### config.mk
export PLATFORM = sky130hd
export DESIGN_NAME = router_pkt_tx
export DESIGN_NICKNAME = d
export VERILOG_FILES = /design/src/rtl/router_pkt_tx.sv
export SDC_FILE = /design/constraint.sdc
export NUM_CORES = 1
export LEC_CHECK = 0
export CAP_MARGIN = 20
export CORE_AREA = 2 2 170 239
export CTS_CLUSTER_SIZE = 30
export DETAILED_ROUTE_END_ITERATION = 7
export DIE_AREA = 0 0 172 241
export GPL_TIMING_DRIVEN = 0
export PLACE_DENSITY = 0.78
export SYNTH_ARGS = -nofsm -noshare
export SYNTH_HDL_FRONTEND = slang
export SYNTH_SLANG_ARGS = --single-unit
### constraint.sdc
create_clock -name clock -period 2.9 [get_ports clock]
set_input_delay 0.58 -clock clock [delete_from_list [all_inputs] [get_ports clock]]
set_output_delay 0.58 -clock clock [all_outputs]
set_load 0.1 [all_outputs]
### src/rtl/router_pkt_tx.sv
// router_pkt_tx: traffic source for the 1x3 router input port.
// Takes a (dest, len) request and buffers len payload bytes from the host.
// It then sends header {len,dest}, the payload and an XOR parity byte, paced
// by router_busy. After the frame it watches router_error for ERR_WAIT cycles.
module router_pkt_tx #(
  parameter int ERR_WAIT = 3,
  parameter int MAX_LEN  = 63
) (
  input  logic       clock,
  input  logic       reset,
  input  logic       start,
  input  logic [1:0] dest,
  input  logic [5:0] len,
  input  logic       load_valid,
  input  logic [7:0] load_data,
  output logic       load_ready,
  input  logic       router_busy,
  input  logic       router_error,
  output logic [7:0] pkt_data,
  output logic       pkt_valid,
  output logic       tx_active,
  output logic       done,
  output logic       parity_err,
  output logic       req_reject
);

  typedef enum logic [2:0] {
    IDLE,
    LOAD,
    HEADER,
    PAYLOAD,
    PARITY,
    ERRCHK
  } state_e;

  localparam logic [5:0] ERR_LAST = 6'(ERR_WAIT - 1);

  state_e     state_q;
  logic [1:0] dest_q;
  logic [5:0] len_q;
  logic [7:0] parity_q;
  logic [5:0] cnt_q;
  logic [5:0] idx_q;
  logic [7:0] buf_q [MAX_LEN];

  logic [7:0] pkt_data_q;
  logic       pkt_valid_q;
  logic       load_ready_q;
  logic       tx_active_q;
  logic       done_q;
  logic       parity_err_q;
  logic       req_reject_q;

  logic       load_fire;
  logic [7:0] hdr;
  logic [7:0] parity_d;
  logic [5:0] cnt_d;
  logic [5:0] idx_d;
  logic [5:0] len_last;

  // Handshake decode and next-value helpers shared by the buffer and the FSM.
  always_comb begin
    // NOTE: every always_comb output gets a default first so no path can infer a latch.
    load_fire = 1'b0;
    if (state_q == LOAD && load_valid && load_ready_q) load_fire = 1'b1;
    hdr      = {len_q, dest_q};
    parity_d = parity_q ^ load_data;
    cnt_d    = cnt_q + 6'd1;
    idx_d    = idx_q + 6'd1;
    len_last = len_q - 6'd1;
  end

  // Payload buffer write port; contents are only read after being written.
  always_ff @(posedge clock) begin
    // NOTE: the buffer is pure data storage, so it is deliberately left out of reset.
    if (load_fire) buf_q[cnt_q] <= load_data;
  end

  // Control FSM with all port-facing outputs registered.
  always_ff @(posedge clock) begin
    // NOTE: sequential state is written with <= so every register samples pre-edge values.
    if (reset) begin
      state_q      <= IDLE;
      dest_q       <= 2'd0;
      len_q        <= 6'd0;
      parity_q     <= 8'd0;
      cnt_q        <= 6'd0;
      idx_q        <= 6'd0;
      pkt_data_q   <= 8'd0;
      pkt_valid_q  <= 1'b0;
      load_ready_q <= 1'b0;
      tx_active_q  <= 1'b0;
      done_q       <= 1'b0;
      parity_err_q <= 1'b0;
      req_reject_q <= 1'b0;
    end else begin
      done_q       <= 1'b0;
      req_reject_q <= 1'b0;
      unique case (state_q)
        IDLE: begin
          if (start) begin
            if (dest == 2'd3 || len == 6'd0) begin
              req_reject_q <= 1'b1;
            end else begin
              dest_q       <= dest;
              len_q        <= len;
              parity_q     <= {len, dest};
              parity_err_q <= 1'b0;
              cnt_q        <= 6'd0;
              load_ready_q <= 1'b1;
              tx_active_q  <= 1'b1;
              state_q      <= LOAD;
            end
          end
        end
        LOAD: begin
          if (load_fire) begin
            parity_q <= parity_d;
            cnt_q    <= cnt_d;
            if (cnt_q == len_last) begin
              load_ready_q <= 1'b0;
              pkt_data_q   <= hdr;
              pkt_valid_q  <= 1'b1;
              state_q      <= HEADER;
            end
          end
        end
        HEADER: begin
          if (!router_busy) begin
            pkt_data_q <= buf_q[0];
            idx_q      <= 6'd0;
            state_q    <= PAYLOAD;
          end
        end
        PAYLOAD: begin
          if (!router_busy) begin
            if (idx_q == len_last) begin
              pkt_data_q  <= parity_q;
              pkt_valid_q <= 1'b0;
              state_q     <= PARITY;
            end else begin
              idx_q      <= idx_d;
              pkt_data_q <= buf_q[idx_d];
            end
          end
        end
        PARITY: begin
          if (!router_busy) begin
            cnt_q      <= 6'd0;
            pkt_data_q <= 8'd0;
            state_q    <= ERRCHK;
          end
        end
        ERRCHK: begin
          if (router_error) parity_err_q <= 1'b1;
          if (cnt_q == ERR_LAST) begin
            done_q      <= 1'b1;
            tx_active_q <= 1'b0;
            state_q     <= IDLE;
          end else begin
            cnt_q <= cnt_d;
          end
        end
        default: state_q <= IDLE;
      endcase
    end
  end

  assign pkt_data   = pkt_data_q;
  assign pkt_valid  = pkt_valid_q;
  assign load_ready = load_ready_q;
  assign tx_active  = tx_active_q;
  assign done       = done_q;
  assign parity_err = parity_err_q;
  assign req_reject = req_reject_q;

endmodule

# == Word level (Yosys, flattened, before mapping) ==
# Memories as Yosys holds them, arrays and structs flattened.
# Cells that the tools add are included.
# classes
n_reduce_logical,23
bitwise,5
n_eq_ne,21
mux,51
n_addsub,3
# ops
cell,count
$mux W8,9
$mux W6,7
$pmux W8 S4,1
$mux W3,9
$pmux W6 S4,1
$ne A2 B2 Y1 const B,11
$pmux W3 S6,1
$mux W1,17
$pmux W8 S2,1
$reduce_and A4 Y1,4
$add A6 B1 Y6 const B,2
$eq A6 B6 Y1,2
$pmux W6 S2,1
$reduce_and A6 Y1,2
$reduce_and A5 Y1,2
$reduce_and A9 Y1,1
$pmux W1 S2,4
$reduce_bool A2 Y1,4
$reduce_bool A4 Y1,2
$xor A8 B8 Y8,1
$eq A3 B2 Y1 const B,2
$eq A3 B3 Y1 const B,2
$eq A6 B2 Y1 const B,1
$logic_not A6 Y1,1
11 further kinds,15
# word_totals
in_bits,22
ramBits,504
output_inout_bits,14
elab_cells,117
regBits,45
mem_count,1
# mem_list
memory,words,word_bits,rd,rd_ports_with_merged_regs,wr,line_no,rtl
buf_q,63,8,2,0,1,44,logic [7:0] buf_q [MAX_LEN];

# == Logic depth before layout (Yosys ltp) ==
# depth
word_depth,6
ltp_mapped,10
ltp_nobuf,8

# == Worst setup path before layout ==
# No wires, ideal clock.
# synth_timing
kind,register to register
startpoint,"register load_ready_q, in the netlist load_ready"
endpoint,memory buf_q[27][0] (enable)
n_path_buf,1
required_ns,2.529
path_slack_ns,0.124
synth_period_minus_slack_ns,2.776
arrival_time_ns,2.405
setup_time_ns,0.371
stages_incl_launch_ff,6
cell_sequence,dfxtp_1 -> and4bb_2 -> and2_1 -> clkbuf_1 -> nand4b_1 -> nor2_1
# synth_between
elab_chain_cells,4
# synth_rtl
element,line_no,rtl
start: declaration,48,logic load_ready_q;
start signal: assignment,91,load_ready_q <= 1'b0;
start signal: assignment,110,load_ready_q <= 1'b1;
start signal: assignment,121,load_ready_q <= 1'b0;
$logic_and A1 B1 Y1,65,if (state_q == LOAD && load_valid && load_ready_q) load_fire = 1'b1;
$mux W1,65,
$mux W1,76,if (load_fire) buf_q[cnt_q] <= load_data;
$mux W1 (not written as such),76,
end: declaration,44,
# No other way between the ends.

# == Worst setup path in the final report ==
# layout_timing
startpoint,register idx_q[3]
endpoint,"register pkt_data_q[7], in the netlist pkt_data[7]"
# layout_between
elab_chain_cells,5
elab_cells_between_ends,6
cone_classes,1 x add/sub; 1 x eq/ne; 3 x mux; 1 x memory
# layout_rtl
element,line_no,rtl
start: declaration,43,logic [5:0] idx_q;
start signal: assignment,142,idx_q <= idx_d;
$add A6 B1 Y6,69,idx_d = idx_q + 6'd1;
$mem_v2 Z63 W8,--,
$mux W8 (*),137,if (idx_q == len_last) begin
$mux W8 (*),136,if (!router_busy) begin
$pmux W8 S4 (*),99,unique case (state_q)
end signal: assignment,130,pkt_data_q <= buf_q[0];
end signal: assignment,138,pkt_data_q <= parity_q;
end signal: assignment,143,pkt_data_q <= buf_q[idx_d];
end: declaration,46,logic [7:0] pkt_data_q;
# Every way passes the cells marked *; elsewhere a longest branch is shown, timed or not. The select of a mux whose other input is x is not followed.
# A chain may end at the register's enable or synchronous reset.

==> results.json <==
{
  "status": "completed",
  "cts_num_sinks": 549,
  "fin_ws_ns": 0.00322,
  "gr-total-overflow": 0,
  "grt_pass1_wl_mm": 87.3,
  "vias": 12900,
  "synth_mux_area_frac": 0.150,
  "slowest_delay_ns": 0.44,
  "synthSimpleGateAreaFrac": 0.0562,
  "worstMarginPinSlew_ns": 1.01,
  "coreArea_um2": 39200,
  "fin_crit_sh": 0.999,
  "critPathMaxFanout": 10,
  "async_reset_ff_frac": 0,
  "port-buffer-count": 35,
  "layout_commonest_cell": "edfxtp_1",
  "p_comb_frac": 0.049,
  "cp.required_ns": 3.35,
  "yosys_register_bits": 549,
  "viasPerCell": 6.67,
  "fillers": 2566,
  "crit-reg2reg-launch": "idx_q[3]",
  "worstPathArrival_ns": 3.34,
  "finalCoreUtilization": 0.666,
  "place_ws_ns": -1.06,
  "clk_path_buf_depth": 3,
  "cts-root-buf": "clkbuf_16",
  "p_seq_frac": 0.548,
  "max_freq_ghz": 0.345,
  "max-cap-violations": 0,
  "rows": 86,
  "ant_nets": 0,
  "tns_ns": 0,
  "yosysWarningCount": 0,
  "rrSetupSlack_ns": 0.003,
  "wl_per_cell_um": 31.4,
  "layout_common_cells": "edfxtp_1 (504), mux4_2 (134), nand2_1 (63)",
  "setup_viol": 0,
  "ios": 36,
  "post-dp-hpwl_mm": 40.7,
  "worstSetupPathType": "reg2reg",
  "placed_area_um2": 23700,
  "p_sw_mw": 3.41,
  "worstSetupPathDepth": 8,
  "htreeDepth": 2,
  "dieHeight_um": 241,
  "cts_hold_buf": 0,
  "yosys.area_share.xor_xnor": 0.0110,
  "synth_area_um2": 22500,
  "syn_to_final_growth_pct": 15.7,
  "maxSlewHeadroom": 0.325,
  "grt_pass1_vias": 13000,
  "slew_viol_final": 0,
  "crit_start": "idx_q[3]",
  "drt-initial-drc-count": 1507,
  "gp_routability_congestion": 0.972,
  "synth_top_family_by_area": "multiplexers",
  "swShare": 0.214,
  "drive_above_1_share": 0.277,
  "powerDensity_nw_per_um2": 612,
  "cts_tree": "built",
  "critPathTopFamily": "buffers and inverters",
  "firstDrtPassIters": 5,
  "cp_cell_sequence": "clkbuf_1 > nand3_1 > xor2_1 > clkbuf_2 > mux4_2 > mux2i_2 > o211a_1 > o32ai_1",
  "r2r_cells": 8,
  "p_int_mw": 12.5,
  "numCtsBuffers": 48,
  "synth_edf_count": 504,
  "slowest_stage": "clkbuf_2",
  "multi_input_area_um2": 6570,
  "regArea_um2": 16000,
  "crit_buf_inv": 2,
  "holdCritPathClass": "in2reg",
  "hold_violations": 0,
  "diodes": 0,
  "whs_ns": 0.349,
  "fin_crit_ns": 2.90,
  "power.leakage_nw": 7.84,
  "synth-compound-area-share": 0.0485,
  "clockPowerShare": 0.404,
  "drc": 0,
  "finalClockSkew_ns": 0.0298,
  "syn_area_per_cell_um2": 17.7,
  "synth.distinct_cells": 69,
  "worstSetupEndpoint": "pkt_data[7]",
  "cp-end-kind": "flop",
  "clk-insertion-delay-late_ns": 0.59,
  "path_clk_slew_ns": 0.07,
  "synth_seq_area_share": 0.711,
  "grt_max_degree": 59,
  "synthesis.nets": 1296,
  "synth_top_flop_cell": "edfxtp_1",
  "peakVddDrop_mv": 0.441,
  "final_area_um2": 26100,
  "startpoint_type": "flop",
  "grt_use_total": 0.302,
  "fin_nets": 1401,
  "antenna_found_initial": 0,
  "synth_fa_ha_area_frac": 0.00222,
  "chipWidth_um": 172,
  "wl_mm": 61.0,
  "start_util": 0.575,
  "die_area_um2": 41500,
  "r2r_end": "pkt_data[7]",
  "netlist_instances": 1270
}
==> power groups by stage <==
stage | clock, mW | combinational (mW) | sequential (mW)
final | 6.44 | 0.780 | 8.73
after global routing | 6.73 | 0.835 | 8.73
after CTS | 6.46 | 0.758 | 8.73
after detailed placement | 0 | 0.746 | 8.90
after global placement | 0 | 0.706 | 8.92
after floorplan | 0 | 0.387 | 8.93
==> logic make-up after synthesis <==
family,after synthesis
AO/OA/AOI/OAI,160
XOR/XNOR,22
adder cells (fa/ha/maj),4
buffers and inverters,101
flip-flops,549
multiplexers,169
AND/OR/NAND/NOR,265
==> layout make-up <==
type	count	share of cell area
multi-input combinational	620	0.252
clock buffer	60	0.0494
sequential	549	0.615
buffer	79	0.0222
clock inverter	27	0.0111
tap	528	0.0253
inverter	21	0.00302
timing repair buffer	56	0.0218
==> worst reg2reg max path, stage by stage (launching register included) <==
cell	delay [ns]
dfxtp_1	0.31
clkbuf_1	0.43
nand3_1	0.29
xor2_1	0.28
clkbuf_2	0.44
mux4_2	0.43
mux2i_2	0.24
o211a_1	0.25
o32ai_1	0.09
==> per-layer routing <==
metal  up-vias  wire length (um)  GRT usage  part of all wire
met5         -                 0          0                 0
met4         0              4230      0.210             0.069
met3       183              5110     0.0503             0.084
met2       788             31300      0.508              0.51
met1      6616             20300      0.357              0.33
li1       5346                 -          -                 -
==> synth_stat cells (10+ instances only) <==
library cell / number / area [um2]
buf_4: 13 / 97.6
buf_2: 20 / 100
nor3_1: 16 / 80.1
nand2b_1: 13 / 81.3
o21ai_0: 34 / 170
nor2b_1: 11 / 68.8
edfxtp_1: 504 / 15100
nor2_1: 88 / 330
buf_1: 12 / 45.0
a21oi_1: 37 / 185
clkbuf_1: 33 / 124
dfxtp_1: 45 / 901
mux4_2: 134 / 3020
mux2i_1: 27 / 270
a31oi_1: 10 / 62.6
nand2_1: 64 / 240
inv_1: 20 / 75.1
nand3_1: 37 / 185
==> how the worst min path moves through the flow <==
| stage | from | endpoint | slack, ns | depth (start not counted) |
|---|---|---|---|---|
| after global routing | load_data[5] | buf_q[16][5] | 0.34 | 1 |
| after CTS | load_data[5] | buf_q[16][5] | 0.32 | 1 |
| final | load_data[5] | buf_q[22][5] | 0.35 | 1 |
| after floorplan | dest_q[1] | dest_q[1] | 0.43 | 2 |
| after detailed placement | pkt_valid | pkt_valid | 0.46 | 2 |
| after global placement | pkt_valid | pkt_valid | 0.46 | 2 |
==> metrics by stage <==
step	cells	power, mW
4_1_cts	1941	16.0
3_5_place_dp	1841	9.65
2_1_floorplan	1270	9.32
5_1_grt	1940	16.3
3_3_place_gp	1833	9.63
6_report	1940	15.9
==> state kept, by name, indices dropped and copies added, names as in the netlist, 2 cells and up <==
name,flops
len_q,6
pkt_data,8
idx_q,6
cnt_q,6
state_q,3
dest_q,2
parity_q,8
buf_q,504
==> repair_timing <==
item                                    4_1_cts  5_1_grt
endpoints found under the setup margin      457      387
hold endpoints to repair                      0        0
buffers inserted                             13        0
gates cloned                                  0        0
pin swaps                                     2        0
gates resized for setup                     145       68
Power figures use the tool's default switching activity.
